$ cat config.mk
export PLATFORM = sky130hd
export DESIGN_NAME = inst_fetch_flat
export DESIGN_NICKNAME = d
export VERILOG_FILES = /design/src/rtl/inst_fetch_if.sv /design/src/rtl/inst_fetch.sv /design/src/flat_wrapper.sv
export SDC_FILE = /design/constraint.sdc
export NUM_CORES = 1
export LEC_CHECK = 0
export BUFFER_PORTS_ARGS = -buffer_cell sky130_fd_sc_hd__buf_2
export CAP_MARGIN = 20
export CORE_ASPECT_RATIO = 0.7
export CORE_MARGIN = 1.5
export CORE_UTILIZATION = 46
export CTS_BUF_LIST = sky130_fd_sc_hd__clkbuf_16
export CTS_CLUSTER_SIZE = 10
export DETAILED_ROUTE_END_ITERATION = 16
export GPL_ROUTABILITY_DRIVEN = 0
export PLACE_DENSITY = 0.72
export SYNTH_ARGS = -nofsm -noshare
export SYNTH_HDL_FRONTEND = slang
export SYNTH_SLANG_ARGS = --single-unit
$ cat constraint.sdc
create_clock -name clk -period 3.1 [get_ports clk]
set_input_delay 0.465 -clock clk [delete_from_list [all_inputs] [get_ports clk]]
set_output_delay 0.465 -clock clk [all_outputs]
set_load 0.01 [all_outputs]
$ cat src/rtl/inst_fetch_if.sv
// Fetch-stage bus bundle: redirect input, inst_rom CPU port and the IF/ID handshake.
// The master side is the fetch stage; the slave side is everything around it.
`timescale 1ns/1ps

interface inst_fetch_if #(
   parameter int ADDR_W = 32,
   parameter int DATA_W = 32
);
   logic              redirect_valid;
   logic [ADDR_W-1:0] redirect_pc;
   logic              rom_read_enable;
   logic [ADDR_W-1:0] rom_address;
   logic [DATA_W-1:0] rom_inst;
   logic              id_valid;
   logic [ADDR_W-1:0] id_pc;
   logic [DATA_W-1:0] id_inst;
   logic              id_ready;

   modport master (
      input  redirect_valid, redirect_pc, rom_inst, id_ready,
      output rom_read_enable, rom_address, id_valid, id_pc, id_inst
   );

   modport slave (
      output redirect_valid, redirect_pc, rom_inst, id_ready,
      input  rom_read_enable, rom_address, id_valid, id_pc, id_inst
   );
endinterface

$ cat src/rtl/inst_fetch.sv
// Instruction fetch stage: PC register, 1-cycle inst_rom requests, IF/ID output
// register with a one-entry skid buffer for the response in flight during a stall.
`timescale 1ns/1ps

module inst_fetch #(
   parameter int                ADDR_W   = 32,
   parameter int                DATA_W   = 32,
   parameter logic [ADDR_W-1:0] RESET_PC = '0,
   parameter int                PC_STEP  = 4
) (
   input  logic        clk,
   input  logic        rst_n,
   inst_fetch_if.master bus
);

   typedef struct packed {
      logic [ADDR_W-1:0] pc;
      logic [DATA_W-1:0] inst;
   } entry_t;

   logic [ADDR_W-1:0] pc_q;
   logic [ADDR_W-1:0] inflight_pc;
   logic              inflight;
   logic              squash;
   logic              skid_valid;
   entry_t            skid_q;
   logic              id_valid_q;
   entry_t            id_q;

   logic              issue;
   logic              loadable;
   logic              landing;
   logic              land_direct;
   logic [ADDR_W-1:0] redirect_target;

   // NOTE: every signal is assigned on every pass through always_comb, so no latch is inferred.
   always_comb begin
      loadable        = !id_valid_q || bus.id_ready;
      landing         = inflight && !squash;
      land_direct     = landing && loadable && !skid_valid;
      redirect_target = bus.redirect_pc & ~ADDR_W'(3);
      issue           = rst_n && !bus.redirect_valid && !skid_valid &&
                        (!inflight || !id_valid_q || bus.id_ready);
   end

   assign bus.rom_read_enable = issue;
   assign bus.rom_address     = pc_q;
   assign bus.id_valid        = id_valid_q;
   assign bus.id_pc           = id_q.pc;
   assign bus.id_inst         = id_q.inst;

   // NOTE: sequential state uses non-blocking assignments so every register samples pre-edge values.
   always_ff @(posedge clk) begin
      if (!rst_n) begin
         pc_q       <= RESET_PC;
         inflight   <= 1'b0;
         squash     <= 1'b0;
         skid_valid <= 1'b0;
         id_valid_q <= 1'b0;
         id_q       <= '0;
      end else if (bus.redirect_valid) begin
         // Redirect wins: drop output, skid and whatever response is arriving.
         pc_q       <= redirect_target;
         inflight   <= 1'b0;
         squash     <= 1'b1;
         skid_valid <= 1'b0;
         id_valid_q <= 1'b0;
      end else begin
         if (issue) begin
            pc_q     <= pc_q + ADDR_W'(PC_STEP);
            inflight <= 1'b1;
            squash   <= 1'b0;
         end else begin
            inflight <= 1'b0;
         end

         if (land_direct) begin
            id_q       <= '{pc: inflight_pc, inst: bus.rom_inst};
            id_valid_q <= 1'b1;
         end else if (landing) begin
            skid_valid <= 1'b1;
         end else if (skid_valid && loadable) begin
            id_q       <= skid_q;
            id_valid_q <= 1'b1;
            skid_valid <= 1'b0;
         end else if (id_valid_q && bus.id_ready) begin
            id_valid_q <= 1'b0;
         end
      end
   end

   // NOTE: pure data holding registers are left unreset; their valid flags above gate every use.
   always_ff @(posedge clk) begin
      if (issue) begin
         inflight_pc <= pc_q;
      end
      if (rst_n && !bus.redirect_valid && landing && !land_direct) begin
         skid_q <= '{pc: inflight_pc, inst: bus.rom_inst};
      end
   end

endmodule

$ cat src/flat_wrapper.sv
// flat-port wrapper written by rule: the top's interface ports become plain ports
module inst_fetch_flat 
#(
   parameter int                ADDR_W   = 32,
   parameter int                DATA_W   = 32,
   parameter logic [ADDR_W-1:0] RESET_PC = '0,
   parameter int                PC_STEP  = 4
)
  (clk, rst_n, bus_redirect_valid, bus_redirect_pc, bus_rom_inst, bus_id_ready, bus_rom_read_enable, bus_rom_address, bus_id_valid, bus_id_pc, bus_id_inst);
  inst_fetch_if #(.ADDR_W(ADDR_W), .DATA_W(DATA_W)) bus_i ();
  input  logic clk;
  input  logic rst_n;
  input wire logic [$bits(bus_i.redirect_valid)-1:0] bus_redirect_valid;
  input wire logic [$bits(bus_i.redirect_pc)-1:0] bus_redirect_pc;
  input wire logic [$bits(bus_i.rom_inst)-1:0] bus_rom_inst;
  input wire logic [$bits(bus_i.id_ready)-1:0] bus_id_ready;
  output wire logic [$bits(bus_i.rom_read_enable)-1:0] bus_rom_read_enable;
  output wire logic [$bits(bus_i.rom_address)-1:0] bus_rom_address;
  output wire logic [$bits(bus_i.id_valid)-1:0] bus_id_valid;
  output wire logic [$bits(bus_i.id_pc)-1:0] bus_id_pc;
  output wire logic [$bits(bus_i.id_inst)-1:0] bus_id_inst;
  assign bus_i.redirect_valid = bus_redirect_valid;
  assign bus_i.redirect_pc = bus_redirect_pc;
  assign bus_i.rom_inst = bus_rom_inst;
  assign bus_i.id_ready = bus_id_ready;
  assign bus_rom_read_enable = bus_i.rom_read_enable;
  assign bus_rom_address = bus_i.rom_address;
  assign bus_id_valid = bus_i.id_valid;
  assign bus_id_pc = bus_i.id_pc;
  assign bus_id_inst = bus_i.id_inst;
  inst_fetch #(.ADDR_W(ADDR_W), .DATA_W(DATA_W), .RESET_PC(RESET_PC), .PC_STEP(PC_STEP)) u_core (.clk(clk), .rst_n(rst_n), .bus(bus_i));
endmodule
==> results of run 1 <==
## cells in the final DEF (no fill, tap or decap), types with 3 or more instances in the layout
| cell | instances |
|---|---|
| sky130_fd_sc_hd__buf_2 | 158 |
| sky130_fd_sc_hd__o21ai_0 | 24 |
| sky130_fd_sc_hd__nand4_1 | 9 |
| sky130_fd_sc_hd__buf_4 | 11 |
| sky130_fd_sc_hd__xor2_1 | 8 |
| sky130_fd_sc_hd__inv_6 | 4 |
| sky130_fd_sc_hd__a21oi_1 | 22 |
| sky130_fd_sc_hd__inv_1 | 5 |
| sky130_fd_sc_hd__edfxtp_1 | 92 |
| sky130_fd_sc_hd__nor4_1 | 6 |
| sky130_fd_sc_hd__nand2b_1 | 3 |
| sky130_fd_sc_hd__nand2_1 | 80 |
| sky130_fd_sc_hd__and3_1 | 5 |
| sky130_fd_sc_hd__and4_1 | 3 |
| sky130_fd_sc_hd__nand3_1 | 21 |
| sky130_fd_sc_hd__o211a_1 | 64 |
| sky130_fd_sc_hd__dfxtp_1 | 96 |
| sky130_fd_sc_hd__nor2b_1 | 3 |
| sky130_fd_sc_hd__xnor2_1 | 14 |
| sky130_fd_sc_hd__nor2_1 | 3 |
| sky130_fd_sc_hd__clkbuf_16 | 17 |
| sky130_fd_sc_hd__nor3_1 | 10 |
| sky130_fd_sc_hd__o211ai_1 | 3 |
| sky130_fd_sc_hd__clkinv_1 | 5 |
| sky130_fd_sc_hd__clkinv_2 | 3 |
| sky130_fd_sc_hd__conb_1 | 4 |
| sky130_fd_sc_hd__mux2i_1 | 64 |
| sky130_fd_sc_hd__buf_12 | 4 |
## per-layer routing
| layer | part of all wire (%) | global-route usage (%) | vias up |
|---|---|---|---|
| li1 | - | - | 2526 |
| met1 | 48 | 27.2 | 2548 |
| met2 | 46 | 32.7 | 161 |
| met3 | 5.4 | 6.42 | 15 |
| met4 | 0.88 | 6.18 | 0 |
| met5 | 0 | 0 | - |
## worst max-delay path: stages, from the launching register on
cell                       delay, ns
sky130_fd_sc_hd__dfxtp_1        0.44
sky130_fd_sc_hd__nor3b_2        0.10
sky130_fd_sc_hd__nand2_1        0.20
sky130_fd_sc_hd__clkinv_1       0.67
sky130_fd_sc_hd__buf_2          0.39
## through the flow
step	hold WS (ns)	total power [W]	cell area, um2	setup slack (ns)
after global routing	0.204	0.00549	9050	0.280
after CTS	0.209	0.00534	9050	0.411
after floorplan	0.426	0.00306	7460	0.425
after detailed placement	0.433	0.00324	8480	0.550
after global placement	0.431	0.00322	8480	0.616
final	0.233	0.00529	9050	0.424
## sequential cells by signal (all words and copies together), names as in the netlist
name                    cells
u_core.squash               1
u_core.bus.id_pc           30
u_core.bus.rom_address     30
u_core.inflight             1
u_core.inflight_pc         30
u_core.bus.id_inst         32
u_core.bus.id_valid         1
u_core.skid_q              62
u_core.skid_valid           1
## worst min-delay path by stage
stage | end | start | slack [ns] | cells after the start
floorplan | u_core.skid_q[34]$_DFFE_PP_ | u_core.inflight_pc[2]$_DFFE_PP_ | 0.43 | 0
finish | u_core.skid_q[9]$_DFFE_PP_ | bus_rom_inst[9] | 0.23 | 1
global route | u_core.skid_q[14]$_DFFE_PP_ | bus_rom_inst[14] | 0.20 | 1
detailed placement | u_core.skid_q[35]$_DFFE_PP_ | u_core.inflight_pc[3]$_DFFE_PP_ | 0.43 | 0
CTS | u_core.skid_q[9]$_DFFE_PP_ | bus_rom_inst[9] | 0.21 | 1
global placement | u_core.skid_q[42]$_DFFE_PP_ | u_core.inflight_pc[10]$_DFFE_PP_ | 0.43 | 0
## kinds of logic (layout without fill, tap and decap cells)
kind of cell,count (synthesis),in the layout
other,1,4
buffers and inverters,50,211
xor gates and xnor gates,22,22
adders and majority gates,1,1
DFF,188,188
muxes,64,64
AOI/OAI and AO/OA,119,119
and+or+nand+nor,155,155
## power by group
group / internal (W) / switching, W
combinational: 0.000179 / 0.000224
clock: 0.00118 / 0.000916
sequential: 0.00271 / 0.0000797
## final cells by class
class / instances / share of cell area, %
Timing Repair Buffer: 173 / 10.5
Sequential cell: 188 / 51.8
Inverter: 6 / 0.249
Tap cell: 200 / 2.77
Clock inverter: 15 / 1.58
Clock buffer: 17 / 4.70
Multi-Input combinational cell: 365 / 28.4
==> results by group, run 1 <==
Placed design
  – Detailed placer's ending HPWL: 11.5 mm
  – Number of buffers inserted by port buffering: 159
  – Post-placement cell count: between 900 and 1000

Synth
  – Most instantiated cells after synthesis: sky130_fd_sc_hd__dfxtp_1 (96), sky130_fd_sc_hd__edfxtp_1 (92), sky130_fd_sc_hd__nand2_1 (80), sky130_fd_sc_hd__mux2i_1 (64), sky130_fd_sc_hd__o211a_1 (64)
  – Post-synthesis sequential area ratio: 62.9%
  – XOR/XNOR Fraction of Synth Area: 2.59%
  – Number of warning messages in the yosys log: 0
  – Dominant cell by count in the synthesized netlist: sky130_fd_sc_hd__dfxtp_1
  – Fraction of registers with async set/reset: 0%
  – Number of enable-type register cells in the synthesized netlist: 92
  – Post-Synthesis Cell Area: 7440 um2
  – Synthesis-stage register bit count: approximately 190
  – Post-synthesis mux area share: about 8.6%
  – Syn Area/Cell: around 12 um2
  – Commonest register cell after synthesis: sky130_fd_sc_hd__dfxtp_1
  – Synth Instances: 600
  – Area fraction of the dominant cell type after synthesis: between 30 and 40%
  – Area fraction in and, or, nand and nor cells after synthesis: between 10% and 20%
  – Top area cells in the synthesized netlist: sky130_fd_sc_hd__edfxtp_1 (37%), sky130_fd_sc_hd__dfxtp_1 (26%), sky130_fd_sc_hd__mux2i_1 (8.6%)
  – Number of unique standard cell types used by synthesis: 40
  – Cell taking the most area after synthesis: sky130_fd_sc_hd__edfxtp_1
  – Dominant combinational cell family by area after synthesis: compound AO/OA/AOI/OAI gates
  – Post-synthesis adder-cell area fraction: 0.168%
  – Synth Area in Compound Gates: around an eighth

Setup path
  – Worst-path maximum fanout: 22
  – Nature of the critical path startpoint: register
  – Capturing instance or port of the critical path: bus_rom_read_enable
  – R2r endpoint: u_core.bus.rom_address[30]$_SDFFE_PN0P_
  – Beginning of the worst register-to-register path: u_core.skid_valid$_SDFFE_PP0P_
  – CP Capture Type: output pin
  – Startpoint-to-endpoint class of the critical path: register to output pin
  – Startpoint of the worst setup timing path: u_core.skid_valid$_SDFFE_PP0P_
  – Arrival @ worst endpoint: about 2.2 ns
  – Slack of the worst reg-to-reg path: 0.80 ns
  – Required time of the critical path: 2.63 ns
  – Number of cells traversed by the worst register-to-register path: 7

Timing
  – Number of endpoints with negative hold slack in the final report: 0
  – Worst max-slew margin expressed relative to the limit: 47.7%
  – Max Freq: 374 MHz
  – Final Cycle Share: between 80 and 90%
  – Min Tclk post-route: about 2.7 ns
  – Worst clock skew on the final layout: 0.00943 ns
  – RSZ-0062 raised after global routing: no
  – Max-slew violation total from the final report: 0
  – Slew at the pin closest to its max-slew limit: ~0.8 ns
  – Total negative setup slack: 0 ns
  – Final Setup Violations: 0

Global routing
  – Number of global-route vias before repair: 5104
  – Initial antenna violation count: 1
  – Maximum number of pins on one net before global-route repair: between 70 and 80
  – GR Overflow Total: 0
  – Total global-route track usage: 20.6%
  – Global-route wire length before repair: 26.6 mm

Drt
  – Total detailed-routing wirelength: 16.9 mm
  – First-pass iteration count of the detailed router: 5
  – DRT antenna net count: 0
  – Routed len/inst: between 15 and 20 um
  – Drt via density: 5.45
  – DRC marker count from the first detailed-route iteration: 372
  – Post-detailed-route DRC marker count: 0
  – Via count of the routed design: 5250

Floorplan
  – Std cell rows: 38
  – Area enclosed by the die boundary: approximately 17000 um2
  – Die height: 109 um
  – Die Span X: 155 um
  – Ports: ~170
  – CORE AREA: 15600 um2
  – Initial Util: 47.6%

Clock tree
  – Clock transition at the registers of the reported paths: 0.07 ns
  – Deepest clock path buffer count: 2
  – H-tree levels: 4
  – Number of clock buffers inserted by TritonCTS: 17
  – Cell at the root of the clock tree: sky130_fd_sc_hd__clkbuf_16
  – Post-CTS Setup Bufs: 0
  – Clock tree sinks: 188
  – Cells resized by post-CTS repair: 0
  – Clk_lat worst skew: 0.43 ns
  – Clock tree from TritonCTS: done
  – Post-CTS Hold Fix Bufs: 0

Pwr
  – Peak VDD IR: 0.000341 V
  – PD cells: 585 nW/um2
  – Static Leakage: 4.56 nW

Layout
  – Final core utilization: between 50% and 60%
  – Ratio of cells with drive above 1 in the final layout: 27.6%
  – Final Net Count: 820
  – Area of the multi-input gates: 2570 um2
  – Number of fill cells in the layout: about 1300
  – Non-filler instance count after layout: 964
  – P&R area growth vs syn: 21.5%
  – Register area: around 4700 um2
  – Antenna Cells: 0

Job
  – Number of violations of the max-capacitance limit: 0

Worst hold path
  – Min-Delay Path Class: input pin to register

Outcome
  – Outcome: finished clean
Note: power is estimated with default switching activity, not from simulation.
==> run 2: changes to the inputs <==
--- a/config.mk
+++ b/config.mk
@@ -7,7 +7,7 @@
 export LEC_CHECK = 0
 export BUFFER_PORTS_ARGS = -buffer_cell sky130_fd_sc_hd__buf_2
 export CAP_MARGIN = 20
-export CORE_ASPECT_RATIO = 0.7
+export CORE_ASPECT_RATIO = 1.75
 export CORE_MARGIN = 1.5
 export CORE_UTILIZATION = 46
 export CTS_BUF_LIST = sky130_fd_sc_hd__clkbuf_16
==> results by group, run 2 (synthesis results as in run 1) <==
Floorplan
  – Ports: 166 (unchanged)
  – Area enclosed by the die boundary: 17000 um2 (+0.11%)
  – CORE AREA: 15900 um2 (+1.5%)
  – Die height: 171 um (+57%)
  – Die Span X: 99.2 um (-36%)
  – Std cell rows: 61 (+61%)
  – Initial Util: 46.9% (-0.70 points)

Timing
  – Max-slew violation total from the final report: 0 (unchanged)
  – Final Hold Slack: 0.238 ns (+0.00458 ns)
  – Total negative setup slack: 0 ns (unchanged)
  – Worst max-slew margin expressed relative to the limit: 52.2% (+4.5 points)
  – RSZ-0062 raised after global routing: no
  – Worst Slack Setup Final: 0.538 ns (+0.114 ns)
  – Worst clock skew on the final layout: 0.0101 ns (+0.000670 ns)
  – Number of endpoints with negative hold slack in the final report: 0 (unchanged)
  – Final Cycle Share: 82.6% (-3.7 points)
  – Slew at the pin closest to its max-slew limit: 0.716 ns (-0.0629 ns)
  – Min Tclk post-route: 2.56 ns (-0.114 ns)
  – Final Setup Violations: 0 (unchanged)
  – Max Freq: 390 MHz (+4.5%)

Layout
  – Ratio of cells with drive above 1 in the final layout: 27.3% (-0.35 points)
  – Flip-flop count of the largest register, all copies and words added: 62 (unchanged)
  – Leading cell types in the layout, fill and taps excluded: sky130_fd_sc_hd__buf_2 (158), sky130_fd_sc_hd__dfxtp_1 (96), sky130_fd_sc_hd__edfxtp_1 (92), sky130_fd_sc_hd__nand2_1 (80)
  – P&R area growth vs syn: 20.4%
  – Final Net Count: 815 (-0.61%)
  – Commonest non-fill, non-tap cell in the layout: sky130_fd_sc_hd__buf_2
  – Number of fill cells in the layout: 1359 (+5.2%)
  – Antenna Cells: 0 (unchanged)
  – Most flop-heavy register: u_core.skid_q

Drt
  – First-pass iteration count of the detailed router: 5 (unchanged)
  – Drt via density: 5.44 (about the same)
  – Via count of the routed design: 5159 (-1.7%)
  – Post-detailed-route DRC marker count: 0 (unchanged)
  – Post-Route M1 WL: 6.61 mm (-18%)
  – Highest metal layer with signal wires: met4
  – Met2 WL post-DR: 8.31 mm (+7.1%)
  – Total detailed-routing wirelength: 16.0 mm (-5.6%)
  – DRC marker count from the first detailed-route iteration: 225 (-40%)
  – Met3 Wirelength: 771 um (-16%)
  – Routed len/inst: 16.8 um (-4.0%)
  – DRT antenna net count: 0 (unchanged)

Clock tree
  – Post-CTS Hold Fix Bufs: 0 (unchanged)
  – Clock tree from TritonCTS: done
  – Clk_lat worst skew: 0.42 ns (about the same)
  – H-tree levels: 4 (unchanged)
  – Post-CTS Setup Bufs: 0 (unchanged)
  – Cells resized by post-CTS repair: 0 (unchanged)
  – Deepest clock path buffer count: 2 (unchanged)
  – Clock tree sinks: 188 (unchanged)
  – Number of clock buffers inserted by TritonCTS: 17 (unchanged)
  – Cell at the root of the clock tree: sky130_fd_sc_hd__clkbuf_16
  – Clock transition at the registers of the reported paths: 0.07 ns (about the same)

Setup path
  – Slack of the worst reg-to-reg path: 0.80 ns (about the same)
  – Nature of the critical path startpoint: register
  – Slowest cell on the critical path: sky130_fd_sc_hd__clkinv_1
  – Number of cells traversed by the worst register-to-register path: 4 (-3)
  – Worst-path maximum fanout: 19 (-14%)
  – Cell Chain, Critical Path: nor3b_2, nand2_1, clkinv_1, buf_2
  – Capturing instance or port of the critical path: bus_rom_read_enable
  – Required time of the critical path: 2.63 ns (about the same)
  – Startpoint of the worst setup timing path: u_core.skid_valid$_SDFFE_PP0P_
  – Startpoint-to-endpoint class of the critical path: register to output pin
  – Delay of the slowest cell on the worst path: 0.57 ns (-0.10 ns)
  – CP Capture Type: output pin
  – Arrival @ worst endpoint: 2.10 ns (-0.11 ns)
  – R2r endpoint: u_core.bus.rom_address[31]$_SDFFE_PN0P_
  – Beginning of the worst register-to-register path: u_core.bus.rom_address[3]$_SDFFE_PN0P_

Global routing
  – Global-route wire length before repair: 25.7 mm (-3.4%)
  – GR Overflow Total: 0 (unchanged)
  – Initial antenna violation count: 0 (-1)
  – Number of global-route vias before repair: 4964 (-2.7%)
  – Maximum number of pins on one net before global-route repair: 125 (+58%)
  – Total global-route track usage: 19.1% (-1.5 points)

Pwr
  – Static Leakage: 4.52 nW (-0.87%)
  – PD cells: 580 nW/um2 (-0.78%)
  – Tot Pwr: 0.00520 W (-1.7%)
  – Peak VDD IR: 0.000360 V (+5.5%)

Placed design
  – Worst slack, placed: 0.559 ns (+0.00877 ns)
  – Number of buffers inserted by port buffering: 159 (unchanged)
  – Detailed placer's ending HPWL: 10.9 mm (-4.8%)

Outcome
  – Outcome: finished clean

Job
  – Number of violations of the max-capacitance limit: 0 (unchanged)

Worst hold path
  – Min-Delay Path Class: input pin to register
==> run 2: changes by cell type in the layout (fill, tap and decap cells not counted), sizes merged <==
| cell | delta |
|---|---|
| buf | -5 |
| clkinv | -4 |
| clkinvlp | +3 |
| inv | +2 |
| bufinv | -1 |
==> run 2: power breakdown <==
| part | internal [W] | switching (W) |
|---|---|---|
| Combinational | 0.000175 | 0.000219 |
| Sequential | 0.00271 | 0.0000764 |
| Clock | 0.00110 | 0.000919 |
==> run 2: through the flow <==
stage | instance area, um2 | util [%] | std cells
after floorplan | 7460 | - | 603
after global placement | 8410 | 53.0 | 916
after detailed placement | 8410 | 53.0 | 916
after CTS | 8960 | 56.5 | 948
after global routing | 8960 | 56.5 | 948
final | 8960 | 56.5 | 948
==> run 2: final cells by class <==
| class | instances | area (um2) | area share [%] |
|---|---|---|---|
| clock buffer | 17 | 425 | 4.75 |
| clock inverter | 15 | 124 | 1.38 |
| inverter | 6 | 22.5 | 0.251 |
| multi-input combinational | 365 | 2570 | 28.6 |
| sequential | 188 | 4680 | 52.3 |
| tap | 189 | 236 | 2.64 |
| timing repair buffer | 168 | 903 | 10.1 |
==> run 2: layer usage <==
layer  GRT usage, %  vias up
met5              0        -
met4           6.86        0
met3           4.47       17
met2           33.6      156
met1           22.8     2470
li1               -     2516
==> run 2: worst min-delay path by stage <==
stage	from	depth (start not counted)	endpoint	slack, ns
2_1_floorplan	u_core.inflight_pc[2]$_DFFE_PP_	0	u_core.skid_q[34]$_DFFE_PP_	0.43
3_3_place_gp	u_core.inflight_pc[14]$_DFFE_PP_	0	u_core.skid_q[46]$_DFFE_PP_	0.43
3_5_place_dp	u_core.inflight_pc[2]$_DFFE_PP_	0	u_core.skid_q[34]$_DFFE_PP_	0.44
4_1_cts	bus_rom_inst[11]	1	u_core.skid_q[11]$_DFFE_PP_	0.22
5_1_grt	bus_rom_inst[18]	1	u_core.skid_q[18]$_DFFE_PP_	0.22
6_report	bus_rom_inst[17]	1	u_core.skid_q[17]$_DFFE_PP_	0.24
==> run 2: critical path, delay by kind of cell (launching register included) <==
kind | cells | cell delay (ns)
buffers and inverters | 2 | 0.95
DFF | 1 | 0.45
and+or+nand+nor | 2 | 0.27
